File: src/rtl/state_seq.sv
// State sequencer: walks a one-hot machine state through ENTRY/MEMWAIT/S1/GAP/S2/GOT
// phases, emitting strobes, a memory request with timeout alarm, and enable-driven successors.
module state_seq #(
  parameter int STROB_GAP   = 1,
  parameter int ALARM_TICKS = 16
) (
  input  logic __clk,
  input  logic clo,
  input  logic ep0,
  input  logic ep1,
  input  logic ep2,
  input  logic ep3,
  input  logic ep4,
  input  logic ep5,
  input  logic ek1,
  input  logic ek2,
  input  logic ewx,
  input  logic stp0,
  input  logic ok,
  output logic p0,
  output logic p1,
  output logic p2,
  output logic p3,
  output logic p4,
  output logic p5,
  output logic k1,
  output logic k2,
  output logic wx,
  output logic strob1,
  output logic strob2,
  output logic got,
  output logic mem_rq,
  output logic alarm
);

  typedef enum logic [3:0] {
    ST_P0, ST_P1, ST_P2, ST_P3, ST_P4, ST_P5, ST_K1, ST_K2, ST_WX
  } state_e;

  typedef enum logic [2:0] {
    PH_ENTRY, PH_MEMWAIT, PH_S1, PH_GAP, PH_S2, PH_ALARM, PH_GOT
  } phase_e;

  localparam logic [7:0] WAIT_LAST = 8'(ALARM_TICKS - 1);
  localparam logic [2:0] GAP_LAST  = 3'(STROB_GAP - 1);

  state_e     state_q, state_d, sel_state;
  phase_e     phase_q, phase_d;
  logic [7:0] wait_cnt_q, wait_cnt_d;
  logic [2:0] gap_cnt_q, gap_cnt_d;
  logic       timeout_q, timeout_d;
  logic [8:0] state_oh_q, state_oh_d;
  logic [4:0] pulse_q, pulse_d;

  // Fixed-priority successor choice; only consulted in GOT.
  always_comb begin
    sel_state = ST_P0;
    if      (ek2) sel_state = ST_K2;
    else if (ek1) sel_state = ST_K1;
    else if (ep0) sel_state = ST_P0;
    else if (ep5) sel_state = ST_P5;
    else if (ep4) sel_state = ST_P4;
    else if (ep3) sel_state = ST_P3;
    else if (ep2) sel_state = ST_P2;
    else if (ep1) sel_state = ST_P1;
    else if (ewx) sel_state = ST_WX;
  end

  always_comb begin
    state_d    = state_q;
    phase_d    = phase_q;
    wait_cnt_d = wait_cnt_q;
    gap_cnt_d  = gap_cnt_q;
    timeout_d  = timeout_q;
    case (phase_q)
      PH_ENTRY: begin
        wait_cnt_d = '0;
        gap_cnt_d  = '0;
        timeout_d  = 1'b0;
        if (state_q == ST_P1 || state_q == ST_P2) phase_d = PH_MEMWAIT;
        else if (state_q != ST_P0 || stp0)        phase_d = PH_S1;
      end
      PH_MEMWAIT: begin
        // An ok in the final wait cycle still beats the timeout.
        if (ok) begin
          phase_d = PH_S1;
        end else if (wait_cnt_q == WAIT_LAST) begin
          phase_d   = PH_ALARM;
          timeout_d = 1'b1;
        end else if (wait_cnt_q != 8'hFF) begin
          wait_cnt_d = wait_cnt_q + 8'd1;
        end
      end
      PH_S1: begin
        gap_cnt_d = '0;
        phase_d   = (STROB_GAP == 0) ? PH_S2 : PH_GAP;
      end
      PH_GAP: begin
        if (gap_cnt_q == GAP_LAST) phase_d = PH_S2;
        else                       gap_cnt_d = gap_cnt_q + 3'd1;
      end
      PH_S2:    phase_d = PH_GOT;
      PH_ALARM: phase_d = PH_GOT;
      PH_GOT: begin
        phase_d = PH_ENTRY;
        state_d = timeout_q ? ST_P0 : sel_state;
      end
      default:  phase_d = PH_ENTRY;
    endcase
  end

  // Outputs are registered copies of the decoded next state/phase.
  always_comb begin
    state_oh_d = {state_d == ST_P0, state_d == ST_P1, state_d == ST_P2,
                  state_d == ST_P3, state_d == ST_P4, state_d == ST_P5,
                  state_d == ST_K1, state_d == ST_K2, state_d == ST_WX};
    pulse_d    = {phase_d == PH_S1, phase_d == PH_S2, phase_d == PH_GOT,
                  phase_d == PH_MEMWAIT, phase_d == PH_ALARM};
  end

  always_ff @(posedge __clk) begin
    if (clo) begin
      state_q    <= ST_P0;
      phase_q    <= PH_ENTRY;
      wait_cnt_q <= '0;
      gap_cnt_q  <= '0;
      timeout_q  <= 1'b0;
      state_oh_q <= 9'b1_0000_0000;
      pulse_q    <= '0;
    end else begin
      state_q    <= state_d;
      phase_q    <= phase_d;
      wait_cnt_q <= wait_cnt_d;
      gap_cnt_q  <= gap_cnt_d;
      timeout_q  <= timeout_d;
      state_oh_q <= state_oh_d;
      pulse_q    <= pulse_d;
    end
  end

  assign {p0, p1, p2, p3, p4, p5, k1, k2, wx} = state_oh_q;
  assign {strob1, strob2, got, mem_rq, alarm}  = pulse_q;

endmodule

File: config.mk
export PLATFORM = sky130hd
export DESIGN_NAME = state_seq
export DESIGN_NICKNAME = d
export VERILOG_FILES = /design/src/rtl/state_seq.sv
export SDC_FILE = /design/constraint.sdc
export NUM_CORES = 1
export LEC_CHECK = 0
export ABC_AREA = 1
export CAP_MARGIN = 5
export CORE_MARGIN = 2
export CORE_UTILIZATION = 49
export CTS_BUF_LIST = sky130_fd_sc_hd__clkbuf_8
export DETAILED_ROUTE_END_ITERATION = 16
export HOLD_SLACK_MARGIN = 0.08
export PLACE_DENSITY = 0.81
export SYNTH_ARGS = -nofsm -noshare
export SYNTH_HDL_FRONTEND = slang
export SYNTH_SLANG_ARGS = --single-unit
File: constraint.sdc
create_clock -name __clk -period 1.2 [get_ports __clk]
set_input_delay 0.18 -clock __clk [delete_from_list [all_inputs] [get_ports __clk]]
set_output_delay 0.18 -clock __clk [all_outputs]
set_load 0.01 [all_outputs]
==> metrics.md <==
| Metric | Value |
|---|---|
| Status | `finished, violations left` |
| Failing checks | `setup timing` |
| Crit path buffers/inverters | `1` |
| Pwr Density | `1610 nW/um^2` |
| Avg Cell Area, Syn | `7.12 sq um` |
| WP data arrival | `1650 ps` |
| Min-Delay Endpoint | `state_q[3]` |
| Critical path's top delay family | `simple AND/OR/NAND/NOR gates` |
| Critical path capture point type | `flop` |
| Min-delay worst type | `input pin to flop` |
| Worst Skew | `10.7 ps` |
| Worst rel slew slack | `79.4%` |
| Fin nets | `326` |
| Worst Reg-to-Reg Cells | `7` |
| Total power | `0.00446 W` |
| Most common cell on crit path | `nor2_4` |
| Async SR Flop Fraction | `0%` |
| Die Height | `62.1 um` |
| DRT antenna net count | `0` |
| Max-slew violations | `0` |
| Setup ws final | `-240 ps` |
| Count leader, synth | `nand2_1` |
| Num Clock Sinks | `33` |
| TritonCTS buffer count | `5` |
| Final instance area | `2780 sq um` |
| FF-to-FF Start | `phase_q[1]` |
| Layout cell share with drive strength beyond 1 | `53.1%` |
| # H-tree levels | `2` |
| RSZ-0062 raised after global routing | `true` |
| Mapped Cells | `232` |
| Clock Latency Late Sink | `300 ps` |
| Synth Flop Type | `dfxtp_1` |
| Placed Cells | `332` |
| CP max-delay cell | `dfxtp_4` |
| Ant diodes | `0` |
| Filler instances | `167` |
| Max-cap violations | `0` |
| Die width | `62.1 um` |
| Global-route wire length before repair | `7560 um` |
| Reg2Reg Capture Point | `wait_cnt_q[0]` |
| Yosys cell types | `31` |
| Critical Path Start | `phase_q[1]` |
| Sequential share of the synthesized area | `40.0%` |
| Total grt overflow | `0` |
| Minimum clock period | `1440 ps` |
| Max incr delay on CP | `380 ps` |
| DR pass1 iterations | `5` |
| Final cell count without fillers | `357` |
| DRC viols | `0` |
| Vias per cell | `5.36` |
| Initial DRC Count | `145` |
| Cell taking the most area after synthesis | `dfxtp_1` |
| Post-synth top area share | `40.0%` |
| Vias in the first global route | `1712` |
| Crit-path max FO | `8` |
| Pin count of the biggest net entering global routing | `11` |
| Clock-pin transition on the worst setup and hold timing paths | `80 ps` |
| Leak | `1.34 nW` |
| Synth Warn # | `0` |
| Initial antenna violation count | `0` |
| Hold Slack | `505 ps` |
| Post-synth net total | `248` |
| WL final | `5910 um` |
| Max clock buf depth | `2` |
| Core Region | `3280 sq um` |
| Synth area leaders | `dfxtp_1 40%, nand2_1 12%, nor2_1 9.5%` |
| IO buf count | `26` |
| # setup viols final | `30` |
| Die area | `3850 sq um` |
| HP Start | `ep1` |
| Core Rows | `21` |
| Worst Tran Pin Value | `307 ps` |
| Period utilization | `120%` |
| Worst IR Drop VDD | `0.00126 V` |
| WL per Instance | `16.5 um` |
| CTS tree | `built` |
| EDFF count, synth | `0` |
| Post-Place Cell Area | `2230 sq um` |
| # IOs | `27` |
| Final HPWL DP | `2830 um` |
| Gr usage total | `27.4%` |
| WHS Path Cells | `7` |
| Post-Synthesis Cell Area | `1650 sq um` |
| Synth top cells by count | `51 x nand2_1, 42 x nor2_1, 33 x dfxtp_1` |
| Yosys reg bits | `33` |
| Clock root buffer | `clkbuf_8` |
| CP Launch Type | `flop` |
| Max Clk Rate | `694 MHz` |
| Setup Crit Path Kind | `flop to flop` |
| Routed vias | `1915` |
| Initial Util | `50.3%` |
| R2R Setup Slk | `-240 ps` |
| Hold violation count in the final report | `0` |
| Crit path cell chain | `nor2_4, inv_2, nor2_4, nand2_2, nor2_4, nand2_1, a21boi_2` |
| Global placer's final weighted congestion | `0.876` |
| Worst EP required | `1410 ps` |
| Synth-to-layout area growth | `68.1%` |
tightest hold or removal path, stage by stage:
cell and delay [ps]:
dlymetal6s2s_1 140, nor3b_1 80, nand3_2 90, nand2_4 70, inv_4 70, nor2_4 40, buf_6 100
final cells by class:
cell class / instances / area (sq um) / share of cell area [%]
Clock buffer: 5 / 68.8 / 2.48
Multi-Input combinational cell: 163 / 1180 / 42.6
Sequential cell: 33 / 679 / 24.4
Inverter: 33 / 134 / 4.82
Tap cell: 46 / 57.6 / 2.07
Clock inverter: 3 / 13.8 / 0.495
Timing Repair Buffer: 74 / 642 / 23.1
repair_timing:
action / 4_1_cts / 5_1_grt
pin swaps: 24 / 28
setup endpoints to repair: 43 / 31
gates resized for setup: 61 / 65
hold buffers: 0 / 0
buffers inserted: 12 / 5
per-layer routing:
layer	track usage, %	routed length [um]	up-vias	part of all wire, %
li1	-	-	881	-
met3	6.21	350	31	5.9
met5	0	0	-	0
met4	15.8	299	0	5.1
met2	48.1	3110	96	53
met1	29.9	2150	907	36
registers in the layout, summed over array words and instances (netlist names):
| register | count |
|---|---|
| wait_cnt_q | 8 |
| timeout_q | 1 |
| state_q | 4 |
| gap_cnt_q | 3 |
| state_oh_q | 9 |
| phase_q | 3 |
| pulse_q | 5 |
how the worst max path moves through the flow:
stage,to,cells after the start
floorplan,pulse_q[4],9
global placement,state_oh_q[7],8
detailed placement,state_oh_q[7],12
CTS,pulse_q[4],10
global route,pulse_q[0],8
finish,wait_cnt_q[0],7
cell usage in the layout (no fill, tap or decap), drive strengths merged, types with 3 or more instances in the layout:
cell type and n:
xor2 3, clkbuf 5, ha 3, nand3 13, a21oi 12, nor2 52, o21ai 6, dfxtp 33
nand2 56, buf 48, nor3 8, clkdlybuf4s50 10, dlygate4sd2 14, inv 34
cells by family after synthesis:
kind of cell / count (synthesis) / synth area share [%]
xor+xnor: 3 / 1.59
flops: 33 / 40.0
simple gates: 134 / 39.4
buf+inv: 36 / 8.71
compound gates: 23 / 8.10
fa+ha+maj: 3 / 2.27
power by group:
part           internal, W  total (W)  switching, W
clock             0.000393   0.000822      0.000429
combinational      0.00100    0.00224       0.00124
sequential         0.00125    0.00140      0.000146
total              0.00265    0.00446       0.00182
metrics by stage:
| step | utilization, % | setup WS, ps | setup TNS [ps] |
|---|---|---|---|
| 2_1_floorplan | - | -12.2 | -21.7 |
| 3_3_place_gp | 67.8 | -285 | -5010 |
| 3_5_place_dp | 67.8 | -306 | -6170 |
| 4_1_cts | 77.1 | -117 | -1340 |
| 5_1_grt | 84.6 | -310 | -6030 |
| 6_report | 84.6 | -240 | -4470 |
Power figures use the tool's default switching activity.
